### config.mk
export PLATFORM = sky130hd
export DESIGN_NAME = fifo_hs
export DESIGN_NICKNAME = d
export VERILOG_FILES = /design/src/rtl/fifo_pkg.sv /design/src/rtl/fifo_mem.sv /design/src/rtl/fifo_hs.sv
export SDC_FILE = /design/constraint.sdc
export NUM_CORES = 1
export LEC_CHECK = 0
export ABC_AREA = 0
export ABC_CLOCK_PERIOD_IN_PS = 4500
export CAP_MARGIN = 20
export CORE_AREA = 2 2 212 214
export CTS_CLUSTER_DIAMETER = 200
export DETAILED_ROUTE_END_ITERATION = 6
export DIE_AREA = 0 0 214 216
export HOLD_SLACK_MARGIN = 0.06
export PLACE_DENSITY = 0.44
export RECOVER_POWER = 25
export SLEW_MARGIN = 20
export SYNTH_ARGS = -nofsm -noshare
export SYNTH_HDL_FRONTEND = slang
export SYNTH_HIERARCHICAL = 1
export SYNTH_SLANG_ARGS = --single-unit
### constraint.sdc
create_clock -name clk -period 4.5 [get_ports clk]
set_input_delay 1.125 -clock clk [delete_from_list [all_inputs] [get_ports clk]]
set_output_delay 1.125 -clock clk [all_outputs]
set_load 0.01 [all_outputs]
### src/rtl/fifo_pkg.sv
// fifo_pkg: shared helpers for the fifo_hs channel buffer.
//   clog2   - ceiling log2 used to size pointers and the occupancy counter.
//   ptr_inc - pointer increment that wraps at an arbitrary depth, so depths
//             that are not powers of two never alias onto unused slots.
package fifo_pkg;

    function automatic int clog2(input int value);
        int result;
        result = 0;
        for (int i = 0; i < 31; i++) begin
            if ((1 << i) < value) begin
                result = i + 1;
            end
        end
        return result;
    endfunction

    function automatic int unsigned ptr_inc(input int unsigned ptr, input int unsigned depth);
        return (ptr == depth - 1) ? 0 : ptr + 1;
    endfunction

endpackage

### src/rtl/fifo_mem.sv
// fifo_mem: DATA_WIDTH x FIFO_DEPTH storage with synchronous write and
// asynchronous read, kept separate so it can map onto distributed RAM.
// The array has no reset; control logic decides which entries are valid.
// Ports:
//   clk   - write clock
//   we    - write enable
//   waddr - write address
//   wdata - write data
//   raddr - read address
//   rdata - read data, combinational from raddr
module fifo_mem #(
    parameter int DATA_WIDTH = 8,
    parameter int FIFO_DEPTH = 32,
    parameter int ADDR_WIDTH = 5
) (
    input  logic                  clk,
    input  logic                  we,
    input  logic [ADDR_WIDTH-1:0] waddr,
    input  logic [DATA_WIDTH-1:0] wdata,
    input  logic [ADDR_WIDTH-1:0] raddr,
    output logic [DATA_WIDTH-1:0] rdata
);

    logic [DATA_WIDTH-1:0] mem [FIFO_DEPTH];

    always_ff @(posedge clk) begin
        if (we) begin
            mem[waddr] <= wdata;
        end
    end

    assign rdata = mem[raddr];

endmodule

### src/rtl/fifo_hs.sv
// fifo_hs: synchronous valid/ready FIFO with first-word-fall-through output,
// arbitrary depth, exact occupancy count, almost-full/almost-empty flags and
// synchronous flush.
//
// Handshake: a word is written when s_valid_i & s_ready_o at a rising edge and
// consumed when m_valid_o & m_ready_i at a rising edge. Every output is a
// decode of registered state, so s_ready_o never depends on s_valid_i and
// m_* never depends on s_* within a cycle. While full, a pop in the same
// cycle does not open room for a push; s_ready_o rises the following cycle.
//
// Ports:
//   clk, rst_n           - clock, synchronous active-low reset (wins over flush)
//   flush_i              - synchronous clear of all entries
//   s_data_i/valid/ready - producer side
//   m_data_o/valid/ready - consumer side (m_data_o is the head entry)
//   count_o              - occupancy 0..FIFO_DEPTH
//   empty_o, full_o, almost_empty_o, almost_full_o - decodes of count_o
module fifo_hs
    import fifo_pkg::*;
#(
    parameter  int DATA_WIDTH = 8,
    parameter  int FIFO_DEPTH = 32,
    parameter  int AF_LEVEL   = FIFO_DEPTH - 1,
    parameter  int AE_LEVEL   = 1,
    localparam int ADDR_WIDTH = (clog2(FIFO_DEPTH) < 1) ? 1 : clog2(FIFO_DEPTH),
    localparam int CNT_WIDTH  = clog2(FIFO_DEPTH + 1)
) (
    input  logic                  clk,
    input  logic                  rst_n,
    input  logic                  flush_i,
    input  logic [DATA_WIDTH-1:0] s_data_i,
    input  logic                  s_valid_i,
    output logic                  s_ready_o,
    output logic [DATA_WIDTH-1:0] m_data_o,
    output logic                  m_valid_o,
    input  logic                  m_ready_i,
    output logic [CNT_WIDTH-1:0]  count_o,
    output logic                  empty_o,
    output logic                  full_o,
    output logic                  almost_empty_o,
    output logic                  almost_full_o
);

    logic [ADDR_WIDTH-1:0] wr_ptr;
    logic [ADDR_WIDTH-1:0] rd_ptr;
    logic [CNT_WIDTH-1:0]  count;
    logic                  push;
    logic                  pop;

    // Flags decode the count register directly.
    assign empty_o        = (count == '0);
    assign full_o         = (count == CNT_WIDTH'(FIFO_DEPTH));
    assign almost_empty_o = (count <= CNT_WIDTH'(AE_LEVEL));
    assign almost_full_o  = (count >= CNT_WIDTH'(AF_LEVEL));
    assign count_o        = count;
    assign s_ready_o      = !full_o;
    assign m_valid_o      = !empty_o;

    assign push = s_valid_i && s_ready_o;
    assign pop  = m_valid_o && m_ready_i;

    always_ff @(posedge clk) begin
        if (!rst_n || flush_i) begin
            wr_ptr <= '0;
            rd_ptr <= '0;
            count  <= '0;
        end else begin
            if (push) begin
                wr_ptr <= ADDR_WIDTH'(ptr_inc(32'(wr_ptr), 32'(FIFO_DEPTH)));
            end
            if (pop) begin
                rd_ptr <= ADDR_WIDTH'(ptr_inc(32'(rd_ptr), 32'(FIFO_DEPTH)));
            end
            case ({push, pop})
                2'b10:   count <= count + CNT_WIDTH'(1);
                2'b01:   count <= count - CNT_WIDTH'(1);
                default: count <= count;
            endcase
        end
    end

    // A push in a reset or flush cycle must not land in storage either, so
    // the write enable is qualified the same way the pointer move is.
    fifo_mem #(
        .DATA_WIDTH (DATA_WIDTH),
        .FIFO_DEPTH (FIFO_DEPTH),
        .ADDR_WIDTH (ADDR_WIDTH)
    ) u_mem (
        .clk   (clk),
        .we    (push && rst_n && !flush_i),
        .waddr (wr_ptr),
        .wdata (s_data_i),
        .raddr (rd_ptr),
        .rdata (m_data_o)
    );

endmodule

==> flow_summary.yaml <==
synthesis:
  postSynthAreaPerCell_um2: 20.9
  ys_ff_latch: 272
  ys_types: 42
  synth_area_mm2: 0.0109
  synth-edff-count: 256
  synth_cells: 519
  async_reset_ff_share_pct: 0
  synthFlopType: "edfxtp_1"
  ys_warn_count: 6
  ys_seq_area_share_pct: 73.7
  syn_nets: 540
die:
  die_h_um: 216
  io_pins: 33
  num_rows: 77
  coreArea_mm2: 0.0438
  die_width_um: 214
  initial_core_util_pct: 24.8
  die_area_mm2: 0.0462
power:
  finalPower_mw: 5.08
  irDropWorstVdd_uv: 238
  p_leak_nw: 3.96
  powerDensity_mw_per_mm2: 389
clocking:
  h-tree-depth: 1
  cts_hold_buf: 0
  worstSkewPairLatency_ns: 0.54
  path_clk_slew_ns: 0.06
  cts_made_buffers: 29
  cts_sinks: 272
  cts_tree: "built"
  clockRootBuffer: "clkbuf_16"
  clock_path_buffers: 3
run_status:
  violations: "max-capacitance violations, max-slew violations"
  status: "finished with violations"
place:
  port_buffers: 32
  dpl.cell_count: 1167
  gp_congestion: 0.719
  hpwlAfterDp_um: 16900
drt:
  drt_first_pass_iters: 5
  ant_nets: 0
  wl_per_cell_um: 21.3
  routed_via_density: 4.39
  wl_um: 26000
  drtIter0Drc: 373
  vias: 5358
  drcViolationCount: 0
worst_setup_path:
  crit_chain: "buf_16 -> mux4_2 -> mux4_2 -> mux2_2 -> clkdlybuf4s50_1"
  crit_start: "rd_ptr[0]"
  crit_path_top_delay_cell: "mux4_2"
  worstPathMaxFanout: 33
  worstSetupPathType: "reg2out"
  start_kind: "flip-flop"
  cp_top_family: "multiplexers"
  end_kind: "output port"
  arrival_ns: 3.15
  crit_top_cell: "mux4_2"
  crit_buf_inv: 2
  cp.required_ns: 3.38
  reg2reg_from: "count_o[0]"
  slowest_delay_ns: 0.54
run:
  cap_violations: 4
final_layout:
  layout.nets: 629
  n_antenna_cell: 0
  final_common_cell: "edfxtp_1"
  syn2layout_area_growth_pct: 20.0
  fill_cells: 4258
  layout_common_cells: "256 x edfxtp_1, 80 x mux4_2, 45 x buf_4, 43 x nor2_1, 29 x clkbuf_16"
  final_layout_size_suffix_gt1_share_pct: 29.9
  fin_cells: 1221
timing:
  hold_viol_final: 0
  setup_viol: 0
  slew_headroom_pct: -11.8
  finalSetupTns_ns: 0
  finalClockSkew_ns: 0.0110
  rsz0062_at_grt: "no"
  worst-slew-pin-transition_ns: 1.68
  drv_slew: 132
  fin_crit_sh_pct: 95.1
  layout_min_cycle_time_ns: 4.28
  max_freq_mhz: 234
global_route:
  grt_use_total_pct: 11.2
  grtUsageMet2_pct: 19.0
  grt_pass1_wl_um: 38500
  grt_pass1_vias: 5691
  antenna_found_initial: 1
  top_usage_layer: "met2"
  grt_remaining_overflow: 0
  use_met1_pct: 15.3
  grtUsageMet3_pct: 1.96
  grt_max_degree: 35
min_path:
  hold_start: "rd_ptr[2]"
  hold_path.class: "reg2reg"
area by class of cell:
class	instances	area (um2)	share of cell area (%)
Tap cell	592	741	5.68
Sequential cell	272	8010	61.4
Multi-Input combinational cell	213	2690	20.6
Clock inverter	14	73.8	0.566
Inverter	7	26.3	0.201
Timing Repair Buffer	85	742	5.69
Clock buffer	38	759	5.82
worst reg2reg max path, stage by stage (launching register included):
cell,delay (ns)
dfxtp_1,0.50
inv_1,0.08
ha_1,0.27
nor4b_2,0.21
a21boi_4,0.24
inv_2,0.12
nor2_1,0.25
nand3b_1,0.37
nor2_1,0.53
buf_4,0.24
routing by layer:
metal,share of wire (%),up-vias
met2,50,118
li1,-,2322
met1,44,2885
met4,1.6,0
met3,4.3,33
met5,0,-
sequential cells by signal, indices dropped and copies added, names as in the netlist:
name,count
rd_ptr,5
count_o,6
u_mem/mem,256
wr_ptr,5
path summary, 6_finish.rpt:
check        slack, ns  cells past startpoint          endpoint
max               0.22                      5       m_data_o[1]
min               0.53                      2         rd_ptr[2]
max reg2reg       1.39                      9  u_mem/mem[17][2]
min reg2reg       0.53                      2         rd_ptr[2]
per-stage QoR:
stage	setup WS (ns)	util, %	cell area (um2)	hold WS [ns]
floorplan	1.27	-	10900	0.465
global placement	0.551	27.9	12200	0.516
detailed placement	0.545	27.9	12200	0.535
CTS	0.159	29.8	13100	0.541
global route	0.121	29.8	13000	0.594
finish	0.223	29.8	13000	0.532
synth_stat cells, drive strengths merged (3+ instances only):
cell type  number  area share [%]
edfxtp        256              71
clkbuf          9            0.31
or3b            4            0.32
xnor2           3            0.24
or3             4            0.23
nand3b          6            0.41
nand3           4            0.18
mux2i           3            0.28
nand2           9            0.31
buf            18             1.0
mux4           80              17
inv             7            0.24
or4b            3            0.35
dfxtp          16             2.9
o21ai           6            0.38
a21oi          10            0.46
mux2            8            0.83
nor2           43             1.5
ha              8            0.92
power by group:
group          internal (mW)  switching (mW)
Clock                   1.18           0.930
Sequential              2.77         0.00759
Combinational         0.0807           0.104
Total                   4.04            1.04
kinds of logic (layout without fill, tap and decap cells):
logic type / Yosys count / in the layout / synth area share (%)
AO/OA/AOI/OAI: 24 / 24 / 1.59
XOR/XNOR: 5 / 5 / 0.403
adder cells (fa/ha/maj): 8 / 8 / 0.921
buffers and inverters: 34 / 144 / 1.57
flip-flops: 272 / 272 / 73.7
multiplexers: 91 / 91 / 17.7
AND/OR/NAND/NOR: 85 / 85 / 4.19
what timing repair did:
item,in CTS,in global routing
buffers inserted,2,0
endpoints found under the setup margin,5,0
resized for setup,1,0
No activity file was read; power rests on OpenSTA's default activity.
